===== src/rtl/hazard_scoreboard_if.sv =====
// Issue/writeback bundle between the decode stage and the hazard scoreboard.
// The master drives the ID-stage and writeback fields. The slave returns the stall and status signals.
interface hazard_scoreboard_if #(
    parameter int N_REGISTER = 8,
    parameter int N_NUMBERS  = $clog2(N_REGISTER)
);
    logic                  issue_valid;
    logic                  writes_rd;
    logic [N_NUMBERS-1:0]  Rd_NUM_ID;
    logic                  rn_used;
    logic [N_NUMBERS-1:0]  Rn_NUM_ID;
    logic                  rm_used;
    logic [N_NUMBERS-1:0]  Rm_NUM_ID;
    logic                  wb_valid;
    logic [N_NUMBERS-1:0]  wb_NUM;
    logic                  flush;
    logic                  stall;
    logic [N_REGISTER-1:0] pending;
    logic [7:0]            stall_run;
    logic                  wb_err;

    modport master (
        output issue_valid, writes_rd, Rd_NUM_ID, rn_used, Rn_NUM_ID,
               rm_used, Rm_NUM_ID, wb_valid, wb_NUM, flush,
        input  stall, pending, stall_run, wb_err
    );

    modport slave (
        input  issue_valid, writes_rd, Rd_NUM_ID, rn_used, Rn_NUM_ID,
               rm_used, Rm_NUM_ID, wb_valid, wb_NUM, flush,
        output stall, pending, stall_run, wb_err
    );
endinterface


===== src/rtl/hazard_scoreboard.sv =====
// Register-write scoreboard: per-register 2-bit outstanding-write counters drive a same-cycle ID stall.
// Optional macro HAZARD_BYPASS_EN lets a source whose last outstanding write retires this cycle skip the stall.
module hazard_scoreboard #(
    parameter int N_REGISTER = 8,
    parameter int N_NUMBERS  = $clog2(N_REGISTER)
) (
    input  logic             clk,
    input  logic             reset,
    hazard_scoreboard_if.slave sb
);

    logic [1:0]            cnt_q [N_REGISTER];
    logic [1:0]            cnt_d [N_REGISTER];
    logic                  wb_err_q, wb_err_d;
    logic [7:0]            stall_run_q, stall_run_d;

    logic [N_REGISTER-1:0] pending;
    logic                  hazard_rn;
    logic                  hazard_rm;
    logic                  hazard_waw;
    logic                  stall;
    logic                  accept;
    logic                  wb_underflow;

    function automatic logic [7:0] sat_inc8(input logic [7:0] v);
        return (v == 8'hFF) ? 8'hFF : v + 8'd1;
    endfunction

    always_comb begin
        for (int i = 0; i < N_REGISTER; i++) begin
            pending[i] = (cnt_q[i] != 2'd0);
        end
    end

    always_comb begin
        hazard_rn = sb.rn_used & pending[sb.Rn_NUM_ID];
        hazard_rm = sb.rm_used & pending[sb.Rm_NUM_ID];
`ifdef HAZARD_BYPASS_EN
        // The last outstanding write lands this cycle, so the operand comes from writeback.
        if (sb.wb_valid && (sb.wb_NUM == sb.Rn_NUM_ID) && (cnt_q[sb.Rn_NUM_ID] == 2'd1))
            hazard_rn = 1'b0;
        if (sb.wb_valid && (sb.wb_NUM == sb.Rm_NUM_ID) && (cnt_q[sb.Rm_NUM_ID] == 2'd1))
            hazard_rm = 1'b0;
`endif
        // Rd itself is never a read hazard. Only counter saturation blocks a write.
        hazard_waw = sb.writes_rd & (cnt_q[sb.Rd_NUM_ID] == 2'd3);
    end

    always_comb begin
        stall        = ~reset & sb.issue_valid & ~sb.flush & (hazard_rn | hazard_rm | hazard_waw);
        accept       = ~reset & sb.issue_valid & ~sb.flush & ~stall;
        wb_underflow = sb.wb_valid & ~pending[sb.wb_NUM];
    end

    always_comb begin
        for (int i = 0; i < N_REGISTER; i++) begin
            logic inc;
            logic dec;
            inc = accept & sb.writes_rd & (sb.Rd_NUM_ID == N_NUMBERS'(i));
            dec = sb.wb_valid & (sb.wb_NUM == N_NUMBERS'(i)) & pending[i];
            cnt_d[i] = cnt_q[i];
            // A simultaneous issue and retire on one register leaves the count unchanged.
            if (inc && !dec)
                cnt_d[i] = cnt_q[i] + 2'd1;
            else if (dec && !inc)
                cnt_d[i] = cnt_q[i] - 2'd1;
        end
    end

    always_comb begin
        wb_err_d    = wb_err_q | wb_underflow;
        stall_run_d = stall ? sat_inc8(stall_run_q) : 8'd0;
    end

    always_ff @(posedge clk) begin
        if (reset) begin
            for (int i = 0; i < N_REGISTER; i++) begin
                cnt_q[i] <= 2'd0;
            end
            wb_err_q    <= 1'b0;
            stall_run_q <= 8'd0;
        end else begin
            cnt_q       <= cnt_d;
            wb_err_q    <= wb_err_d;
            stall_run_q <= stall_run_d;
        end
    end

    assign sb.stall     = stall;
    assign sb.pending   = pending;
    assign sb.stall_run = stall_run_q;
    assign sb.wb_err    = wb_err_q;

endmodule


===== src/flat_wrapper.sv =====
// flat-port wrapper written by rule: the top's interface ports become plain ports
module hazard_scoreboard_flat 
#(
    parameter int N_REGISTER = 8,
    parameter int N_NUMBERS  = $clog2(N_REGISTER)
)
  (clk, reset, sb_issue_valid, sb_writes_rd, sb_Rd_NUM_ID, sb_rn_used, sb_Rn_NUM_ID, sb_rm_used, sb_Rm_NUM_ID, sb_wb_valid, sb_wb_NUM, sb_flush, sb_stall, sb_pending, sb_stall_run, sb_wb_err);
  hazard_scoreboard_if #(.N_REGISTER(N_REGISTER), .N_NUMBERS(N_NUMBERS)) sb_i ();
  input  logic clk;
  input  logic reset;
  input wire logic [$bits(sb_i.issue_valid)-1:0] sb_issue_valid;
  input wire logic [$bits(sb_i.writes_rd)-1:0] sb_writes_rd;
  input wire logic [$bits(sb_i.Rd_NUM_ID)-1:0] sb_Rd_NUM_ID;
  input wire logic [$bits(sb_i.rn_used)-1:0] sb_rn_used;
  input wire logic [$bits(sb_i.Rn_NUM_ID)-1:0] sb_Rn_NUM_ID;
  input wire logic [$bits(sb_i.rm_used)-1:0] sb_rm_used;
  input wire logic [$bits(sb_i.Rm_NUM_ID)-1:0] sb_Rm_NUM_ID;
  input wire logic [$bits(sb_i.wb_valid)-1:0] sb_wb_valid;
  input wire logic [$bits(sb_i.wb_NUM)-1:0] sb_wb_NUM;
  input wire logic [$bits(sb_i.flush)-1:0] sb_flush;
  output wire logic [$bits(sb_i.stall)-1:0] sb_stall;
  output wire logic [$bits(sb_i.pending)-1:0] sb_pending;
  output wire logic [$bits(sb_i.stall_run)-1:0] sb_stall_run;
  output wire logic [$bits(sb_i.wb_err)-1:0] sb_wb_err;
  assign sb_i.issue_valid = sb_issue_valid;
  assign sb_i.writes_rd = sb_writes_rd;
  assign sb_i.Rd_NUM_ID = sb_Rd_NUM_ID;
  assign sb_i.rn_used = sb_rn_used;
  assign sb_i.Rn_NUM_ID = sb_Rn_NUM_ID;
  assign sb_i.rm_used = sb_rm_used;
  assign sb_i.Rm_NUM_ID = sb_Rm_NUM_ID;
  assign sb_i.wb_valid = sb_wb_valid;
  assign sb_i.wb_NUM = sb_wb_NUM;
  assign sb_i.flush = sb_flush;
  assign sb_stall = sb_i.stall;
  assign sb_pending = sb_i.pending;
  assign sb_stall_run = sb_i.stall_run;
  assign sb_wb_err = sb_i.wb_err;
  hazard_scoreboard #(.N_REGISTER(N_REGISTER), .N_NUMBERS(N_NUMBERS)) u_core (.clk(clk), .reset(reset), .sb(sb_i));
endmodule

===== config.mk =====
export PLATFORM = sky130hd
export DESIGN_NAME = hazard_scoreboard_flat
export DESIGN_NICKNAME = d
export VERILOG_FILES = /design/src/rtl/hazard_scoreboard_if.sv /design/src/rtl/hazard_scoreboard.sv /design/src/flat_wrapper.sv
export SDC_FILE = /design/constraint.sdc
export NUM_CORES = 1
export LEC_CHECK = 0
export BUFFER_PORTS_ARGS = -buffer_cell sky130_fd_sc_hd__clkbuf_2
export CAP_MARGIN = 20
export CORE_MARGIN = 4
export CORE_UTILIZATION = 30
export DETAILED_ROUTE_END_ITERATION = 8
export PLACE_DENSITY = 0.6
export SYNTH_ARGS = -nofsm -noshare
export SYNTH_HDL_FRONTEND = slang
export SYNTH_SLANG_ARGS = --single-unit

===== constraint.sdc =====
create_clock -name clk -period 2.2 [get_ports clk]
set_clock_uncertainty 0.15 [all_clocks]
set_input_delay 0.33 -clock clk [delete_from_list [all_inputs] [get_ports clk]]
set_output_delay 0.33 -clock clk [all_outputs]
set_load 0.05 [all_outputs]

Word-level counts from Yosys, hierarchy flattened:

Cells that the tools add are included.

* equal/unequal tests: 16
* add/sub/neg operators: 17
* order comparisons: 4
* muxes and demuxes: 26
* bitwise logic cells: 41
* reductions and logical operators: 51

Operators by type and width (number)
* $mux 2: 18
* $and 1x1->1: 33
* $reduce_bool 2->1: 16
* $eq 3x3->1 const B: 8
* $add 2x1->2 const B: 8
* $logic_and 1x1->1: 16
* $logic_not 1->1: 16
* $sub 2x1->2 const B: 8
* $eq 3x2->1 const B: 4
* $lt 3x4->1 const B: 3
* $bmux 1 s3: 3
* $add 8x1->8 const B: 1
* $eq 8x8->1 const B: 1
* $mux 8: 1
* $bmux 2 s3: 1
* $eq 3x1->1 const B: 2
* $logic_not 3->1: 2
* $ge 4x4->1 const B: 1
* $not 1->1: 4
* $not 3->4: 1
* $mux 1: 3
* $or 1x1->1: 3
* $eq 2x2->1 const B: 1
* $reduce_or 2->1: 1

* logic and storage cells: 165
* register bits: 25
* input bits: 20
* output and inout bits: 18

Depth between registers and ports, before layout:

Gate-level depths: netlist (run 1).

* depth in word-level cells: 16
* depth in mapped cells: 10
* mapped depth without buffers: 9

Least setup slack after synthesis (run 1):

No wires, ideal clock.

* kind: reg2reg
* start: reg u_core.cnt_q[4] (netlist bit)
* end: reg u_core.cnt_q[15] (netlist bit)
* setup time: 0.070 ns
* slack: -0.394 ns
* stages on the path, launching flop included: 9
* clock period less this slack: 2.594 ns
* data required time: 1.980 ns
* path buffers: 0
* arrival: 2.374 ns
* path through: dfxtp_1 > or2_4 > or3b_1 > a32oi_2 > nand4b_2 > nor3_1 > ha_1 > or3_1 > a21oi_1

* longest elaborated chain between the ends: 14
* elaborated cells between the ends (all ways): 24
* those cells by class: eq/ne (1); mux (8); bitwise (10); reduce/logical (5)

RTL lines
* from (decl): RTL line hazard_scoreboard.sv:12 `logic [1:0] cnt_q [N_REGISTER];`
* from (signal assigned): RTL line hazard_scoreboard.sv:83 `cnt_q <= cnt_d;`
* $reduce_bool 2->1 (*): RTL line hazard_scoreboard.sv:31 `pending[i] = (cnt_q[i] != 2'd0);`
* via sb_pending[5]: RTL line flat_wrapper.sv:22 `output wire logic [$bits(sb_i.pending)-1:0] sb_pending;`
* $bmux 1 s3 (on tied branches): RTL line hazard_scoreboard.sv:36, hazard_scoreboard.sv:37
* $mux 1 (on tied branches): RTL line hazard_scoreboard.sv:36, hazard_scoreboard.sv:37
* $and 1x1->1 (on tied branches): RTL line hazard_scoreboard.sv:36, hazard_scoreboard.sv:37
* $or 1x1->1 (*) (2 in series): RTL line hazard_scoreboard.sv:50 `stall = ~reset & sb.issue_valid & ~sb.flush & (hazard_rn | hazard_rm | hazard_waw);`
* $and 1x1->1 (*): RTL line hazard_scoreboard.sv:50
* $not 1->1 (no source line) (*)
* $and 1x1->1 (*): RTL line hazard_scoreboard.sv:51 `accept = ~reset & sb.issue_valid & ~sb.flush & ~stall;`
* $and 1x1->1 (*) (2 in series): RTL line hazard_scoreboard.sv:59 `inc = accept & sb.writes_rd & (sb.Rd_NUM_ID == N_NUMBERS'(i));`
* $logic_not 1->1: RTL line hazard_scoreboard.sv:65 `else if (dec && !inc)`
* $logic_and 1x1->1: RTL line hazard_scoreboard.sv:65
* $reduce_bool 2->1 (no source line)

Mark *: on every way through the listed nets, which the timed path passes. The rest lies on a longest branch. The select of a mux whose other input is x is not followed.
A chain may end at the register's enable or synchronous reset.

Final worst setup path (run 1):

* start: reg u_core.cnt_q[5] (netlist bit)
* end: out sb_stall

* longest elaborated chain between the ends: 7
* elaborated cells between the ends (all ways): 15
* those cells by class: eq/ne (1); mux (7); bitwise (6); reduce/logical (1)

RTL lines
* $bmux 2 s3 / $reduce_bool 2->1 (equally long branches): RTL line hazard_scoreboard.sv:46, hazard_scoreboard.sv:31
* $mux 2 (implied by the code) (tied with other cells) (2 in series): RTL line hazard_scoreboard.sv:46 `hazard_waw = sb.writes_rd & (cnt_q[sb.Rd_NUM_ID] == 2'd3);`
* $eq 2x2->1 (tied with other cells): RTL line hazard_scoreboard.sv:46
* $and 1x1->1 / $or 1x1->1 (equally long branches): RTL line hazard_scoreboard.sv:46, hazard_scoreboard.sv:50
* $or 1x1->1 (*): RTL line hazard_scoreboard.sv:50
* $and 1x1->1 (*): RTL line hazard_scoreboard.sv:50
* to (decl): RTL line flat_wrapper.sv:21 `output wire logic [$bits(sb_i.stall)-1:0] sb_stall;`

Every way passes the cells marked *; elsewhere a longest branch is shown, timed or not. The select of a mux whose other input is x is not followed.

==> results of run 1 <==
routing by layer:
metal  track usage, %  up-vias
met1            19.00      866
li1                 -      896
met3            3.373        2
met5                0        -
met4            1.337        0
met2            23.25       48
per-stage QoR:
step	cell area (sq um)	instances	setup slack, ns
floorplan	1718	208	-0.3820
global placement	2182	341	-0.4181
detailed placement	2182	341	-0.4475
CTS	2270	345	-0.4463
global route	2374	346	-0.5778
finish	2374	346	-0.4970
flip-flops by register name, indices dropped and copies added, names as in the netlist:
register             count
u_core.cnt_q            16
u_core.sb.stall_run      8
u_core.sb.wb_err         1
synthesized netlist by cell type:
cell           number
or3_1               8
and4_1              2
or2_2               6
clkbuf_1            2
nor3b_1             5
buf_1               1
nand2_1            10
xnor2_1             1
and3_1              2
a22oi_1             1
nand3_1            12
nand4_2             1
a32oi_2             1
a211oi_1            2
a21oi_1            10
or3b_1              1
buf_6               1
nand4b_2            1
mux4_2              1
o21ai_0            21
nor2b_1             3
nand4_1             4
mux4_1              1
a31oi_1             3
xor2_1             17
or2_4               2
nor3_1             15
inv_1               3
o311a_1             2
nor4b_1             5
and2_1              1
nand3b_1            2
buf_2               1
dlygate4sd1_1       1
nand2b_1            1
nor2_1             19
buf_4               1
nor4_1              4
dfxtp_1            25
ha_1                9
cell type report:
class	instances	area, sq um	area share (%)
Inverter	3	11.26	0.4744
Clock buffer	3	41.29	1.740
Timing Repair Buffer	69	449.2	18.92
Clock inverter	1	8.758	0.3690
Sequential cell	25	503.0	21.19
Tap cell	72	90.09	3.795
Multi-Input combinational cell	173	1270	53.51
worst paths after layout:
path                    startpoint                      to  slack (ns)  cells after the start
hold reg to reg   u_core.sb.wb_err        u_core.sb.wb_err        0.36                      2
setup / recovery   u_core.cnt_q[5]                sb_stall       -0.50                      8
setup reg to reg   u_core.cnt_q[5]         u_core.cnt_q[3]       -0.49                      8
hold / removal      sb_issue_valid  u_core.sb.stall_run[4]        0.22                      3
worst max-delay path: stages, from the launching register on:
cell and delay, ns:
dfxtp_2 0.33, or2_4 0.25, or3b_4 0.38, a32oi_4 0.32
buf_4 0.17, buf_4 0.10, o311a_4 0.19, nor2_2 0.04
clkbuf_8 0.17
power groups by stage:
stage	Combinational [mW]	Sequential, mW	Clock (mW)
CTS	0.157	0.460	0.306
global route	0.184	0.461	0.325
global placement	0.149	0.470	0
detailed placement	0.150	0.471	0
floorplan	0.0825	0.478	0
finish	0.170	0.460	0.297
logic make-up after synthesis:
family | after synthesis
xor gates and xnor gates | 18
and+or+nand+nor | 104
muxes | 2
buffers and inverters | 10
AOI/OAI and AO/OA | 40
adders and majority gates | 9
DFF | 25
repair_timing:
item                                   4_1_cts  5_1_grt
buffers inserted                             0        1
gates resized for setup                      7       14
pin swaps                                    5       12
hold buffers                                 0        0
endpoints found under the hold margin        0        0
setup endpoints to repair                   17       18
==> metrics.md, run 1 <==
| Metric | Value |
|---|---|
| Gate power share | `18.3%` |
| Sequential area share after synthesis | `29.43%` |
| Num CTS Buffers | `3` |
| Share of layout cells above drive strength 1 | `36.50%` |
| Final Util | `43.10%` |
| ANT nets after route | `0` |
| Setup violations, final | `17` |
| Synth warnings | `0` |
| Congestion Overflow GR | `0` |
| Total number of vias | `1812` |
| Clock insertion delay at the later pin of the skew report | `0.27 ns` |
| Vias in the first global route | `1731` |
| Worst Path Required | `1.72 ns` |
| Avg Cell Area, Syn | `8.175 sq um` |
| FF+latch count, synth | `25` |
| Cell Pwr Density | `390.4 nW/um^2` |
| Max Cap Viol | `0` |
| Clock network fraction of design power | `32.0%` |
| Switching share of power | `28.98%` |
| Crit Path Category | `reg2out` |
| Fmax | `370.8 MHz` |
| IO Count | `38` |
| Layout Nets | `304` |
| Setup crit end kind | `primary output` |
| NetSw | `268.5 uW` |
| I/O Buffers | `37` |
| Overall routing resource usage | `13.99%` |
| Synth top area share | `29.43%` |
| Period minus WS final | `2.697 ns` |
| Seq pwr share | `49.7%` |
| Core area | `5507 sq um` |
| Unique cell type count in the Yosys netlist | `40` |
| Deepest level of the CTS H-tree | `1` |
| Adder-Cell Fraction of Synth Area | `6.623%` |
| TNS Setup | `-6.527 ns` |
| Initial DRT Pass Iterations | `6` |
| Violated checks | `setup timing` |
| Worst-margin pin slew | `0.3277 ns` |
| CP arrival | `2.22 ns` |
| Clk slew on worst S/H paths | `0.10 ns` |
| Overall power | `926.7 uW` |
| Mux cell area share after synthesis | `2.870%` |
| Antenna diodes | `0` |
| Die H | `83.29 um` |
| Pin count of the biggest net entering global routing | `18` |
| Dpl hpwl | `3.864 mm` |
| Final Cycle Share | `122.6%` |
| Met2 wire length | `2.331 mm` |
| Leak Pwr | `1.035 nW` |
| Xor-xnor portion of the synthesized cell area | `9.272%` |
| DR WL/cell | `14.41 um` |
| Hold_ws | `0.2204 ns` |
| Detailed Route WL | `4.986 mm` |
| Slew Viols, Final | `0` |
| Most frequent cells in the layout | `clkbuf_2, buf_4, dfxtp_1` |
| Final Hold Viols | `0` |
| Syn nets | `237` |
| Std-Cell Rows | `27` |
| Hold WC Path Type | `in2reg` |
| Outcome | `complete, but fails checks` |
| Internal | `658.2 uW` |
| Vias/cell | `5.237` |
| Slew Limit Headroom | `77.92%` |
| Layout area overhead | `39.59%` |
| Die width | `83.29 um` |
| Root Buffer | `clkbuf_8` |
| Final worst slack | `-0.4970 ns` |
| Largest family of logic cells by synthesized area | `simple AND/OR/NAND/NOR gates` |
| Sink Count | `25` |
| Starting Density | `30.88%` |
| CTS tree | `done` |
| First-pass GRT wire length | `8.176 mm` |
| Initial DRC count | `78` |
| Cell Area, Synth | `1700 sq um` |
| Max FO, Critical Path | `3` |
| Top cells by area, synth | `dfxtp_1, xor2_1, ha_1, o21ai_0, nor3_1` |
| Die Area | `6936 sq um` |
| Routability congestion estimate from global placement | `0.8506` |
| RSZ-0062 raised after global routing | `true` |
| Clock buffer depth | `2` |
| Fillers | `558` |
| Initial antenna violation count | `0` |
| Drc violations | `0` |
| Commonest non-fill, non-tap cell in the layout | `clkbuf_2` |
| Largest area contributor in the netlist | `dfxtp_1` |
| Synth Area in Compound Gates | `13.69%` |
| Maximum vdd drop | `0.3184 mV` |
| Synth Area in Simple Gates | `34.88%` |
| WL met1 | `2.371 mm` |
| Startpoint Class | `flip-flop` |
| Post-Synthesis Cells | `208` |
| Top sig layer | `met4` |
| WL met3 | `267 um` |
Note: power is estimated with default switching activity, not from simulation.
==> run 2: changes to the inputs <==
Settings changed: SETUP_SLACK_MARGIN set to 0.1.
==> run 2 against run 1 <==
  * Critical path type is now reg2reg
  * Via count is 1.8% higher
  * Die area stayed put
  * Maximum frequency is 1.4% higher
  * Worst setup slack better by 0.036 ns
  * Sequential share of layout area is 0.87 points lower
  * The run still ends with setup timing left
  * Core utilization is 1.8 points higher
  * Wire length is 4.1% higher
  * Worst hold slack better by 0.028 ns
  * Global-route usage is 1.3 points higher
  * Non-clock buffer count is 10 higher
  * Largest cell class unchanged
==> metrics.md, run 2 (same netlist as run 1, synthesis figures left out) <==
| Metric | Value |
|---|---|
| Congestion Overflow GR | `0 (unchanged)` |
| Starting Density | `30.88% (unchanged)` |
| Clock network fraction of design power | `31.1% (was 32.0%)` |
| Period minus WS final | `2.661 ns (was 2.697 ns)` |
| Area after DPL | `2232 sq um (was 2182 sq um)` |
| Routability congestion estimate from global placement | `0.8536 (was 0.8506)` |
| Pin count of the biggest net entering global routing | `18 (unchanged)` |
| Dpl hpwl | `3.913 mm (was 3.864 mm)` |
| Maximum vdd drop | `0.2046 mV (was 0.3184 mV)` |
| Layout area overhead | `45.55% (was 39.59%)` |
| Cell area after layout | `2475 sq um (was 2374 sq um)` |
| Gate power share | `19.4% (was 18.3%)` |
| Sink Count | `25 (unchanged)` |
| Num CTS Buffers | `3 (unchanged)` |
| Clock insertion delay at the later pin of the skew report | `0.27 ns (about the same)` |
| IO Count | `38 (unchanged)` |
| Die width | `83.29 um (unchanged)` |
| Total number of vias | `1844 (was 1812)` |
| Worst Path Required | `2.27 ns (was 1.72 ns)` |
| Max Cap Viol | `0 (unchanged)` |
| Commonest non-fill, non-tap cell in the layout | `buf_4 (was clkbuf_2)` |
| Slowest CP cell | `or3b_4 (unchanged)` |
| Die H | `83.29 um (unchanged)` |
| ANT nets after route | `0 (unchanged)` |
| Layout Nets | `314 (was 304)` |
| Max FO, Critical Path | `4 (was 3)` |
| Leak Pwr | `1.074 nW (was 1.035 nW)` |
| Die Area | `6936 sq um (unchanged)` |
| Hold_ws | `0.2487 ns (was 0.2204 ns)` |
| CTS tree | `done (unchanged)` |
| Final Cycle Share | `121.0% (was 122.6%)` |
| Vias/cell | `5.180 (was 5.237)` |
| Initial antenna violation count | `0 (unchanged)` |
| CP startpoint | `u_core.cnt_q[5] (unchanged)` |
| Outcome | `complete, but fails checks (unchanged)` |
| Fmax | `375.8 MHz (was 370.8 MHz)` |
| CP arrival | `2.73 ns (was 2.22 ns)` |
| RSZ-0062 raised after global routing | `true (unchanged)` |
| First-pass GRT wire length | `8.763 mm (was 8.176 mm)` |
| Drc violations | `0 (unchanged)` |
| Crit Path Category | `reg2reg (was reg2out)` |
| Seq pwr share | `49.4% (was 49.7%)` |
| CP Cell Sequence | `or2_4 -> or3b_4 -> a32oi_4 -> nand4b_4 -> buf_4 -> nor3_2 -> ha_1 -> or3_1 -> a21oi_2 (was or2_4 -> or3b_4 -> a32oi_4 -> buf_4 -> buf_4 -> o311a_4 -> nor2_2 -> clkbuf_8)` |
| Final Util | `44.94% (was 43.10%)` |
| Initial DRT Pass Iterations | `4 (was 6)` |
| Overall routing resource usage | `15.25% (was 13.99%)` |
| Switching share of power | `29.25% (was 28.98%)` |
| Violated checks | `setup timing (unchanged)` |
| Root Buffer | `clkbuf_8 (unchanged)` |
| Largest register by flop count | `u_core.cnt_q (unchanged)` |
| I/O Buffers | `37 (unchanged)` |
| Critical Path Max Stage Delay | `0.38 ns (about the same)` |
| Cts hold-fix bufs | `0 (unchanged)` |
| Hold WC Path Type | `in2reg (unchanged)` |
| Reg2reg start | `u_core.cnt_q[5] (unchanged)` |
| Initial DRC count | `68 (was 78)` |
| Setup violations, final | `17 (unchanged)` |
| Clock buffer depth | `2 (unchanged)` |
| Slew Limit Headroom | `75.56% (was 77.92%)` |
| Buf+Inv Stages, Crit Path | `1 (was 3)` |
| Setup crit end kind | `flip-flop (was primary output)` |
| Internal | `658.1 uW (was 658.2 uW)` |
| Std-Cell Rows | `27 (unchanged)` |
| Largest delay share family, worst path | `simple AND/OR/NAND/NOR gates (unchanged)` |
| Most frequent cells in the layout | `buf_4, clkbuf_2, dfxtp_1 (was clkbuf_2, buf_4, dfxtp_1)` |
| Final Hold Viols | `0 (unchanged)` |
| Worst hold start | `sb_wb_valid (was sb_issue_valid)` |
| Deepest level of the CTS H-tree | `1 (unchanged)` |
| Number of flip-flops in the largest register | `16 (unchanged)` |
| NetSw | `272.1 uW (was 268.5 uW)` |
| DR WL/cell | `14.58 um (was 14.41 um)` |
| Antenna diodes | `0 (unchanged)` |
| Overall power | `930.2 uW (was 926.7 uW)` |
| Vias in the first global route | `1874 (was 1731)` |
| Worst-margin pin slew | `0.3614 ns (was 0.3277 ns)` |
| Final worst slack | `-0.4609 ns (was -0.4970 ns)` |
| Cell Pwr Density | `375.8 nW/um^2 (was 390.4 nW/um^2)` |
| Share of layout cells above drive strength 1 | `40.14% (was 36.50%)` |
| Detailed Route WL | `5.190 mm (was 4.986 mm)` |
| TNS Setup | `-5.987 ns (was -6.527 ns)` |
| Slew Viols, Final | `0 (unchanged)` |
| Clk slew on worst S/H paths | `0.09 ns (was 0.10 ns)` |
| Startpoint Class | `flip-flop (unchanged)` |
| Core area | `5507 sq um (unchanged)` |
## run 2: cell types whose count changed in the layout (fill, tap and decap cells not counted), moves of 2 or more
cell / before / now
nor3_2: 2 / 5
buf_4: 28 / 37
o21ai_0: 21 / 19
o21ai_1: 0 / 2
nor3_1: 11 / 8
## run 2: final cells by class
type,count,area (sq um)
fill,555,3032
multi-input combinational,173,1292
clock buffer,3,41.29
clock inverter,1,7.507
sequential,25,503.0
timing repair buffer,79,529.3
inverter,3,11.26
tap,72,90.09
## run 2: metrics by stage
stage / setup slack, ns / std cells
finish: -0.4609 / 356
CTS: -0.4814 / 351
global placement: -0.5166 / 347
floorplan: -0.3820 / 208
detailed placement: -0.5069 / 347
global route: -0.5475 / 356
## run 2: tightest hold or removal path: stages
cell	delay, ns
clkbuf_2	0.14
a31oi_1	0.10
nor2_1	0.07
## run 2: repair_timing
item,CTS,global route
buffers inserted,0,6
resized for setup,17,12
pin swaps,9,16
setup endpoints to repair,25,25
gates cloned,0,0
## run 2: worst paths after layout
kind,endpoint,cells past startpoint,slack (ns)
worst max-delay path,u_core.cnt_q[5],9,-0.46
worst min-delay path,u_core.sb.wb_err,3,0.25
worst max register to register,u_core.cnt_q[5],9,-0.46
worst min register to register,u_core.sb.wb_err,2,0.36
## run 2: metal layers
layer	vias up	global-route usage (%)	wire, um
li1	920	-	-
met1	852	19.65	2324
met2	58	24.20	2387
met3	14	3.472	344
met4	0	6.686	133
met5	-	0	0
## run 2: power by group through the flow
stage	clock network [mW]	registers [mW]	logic [mW]
3_5_place_dp	0	0.470	0.154
4_1_cts	0.303	0.460	0.172
6_report	0.290	0.460	0.181
5_1_grt	0.325	0.461	0.195
3_3_place_gp	0	0.470	0.153
2_1_floorplan	0	0.478	0.0838
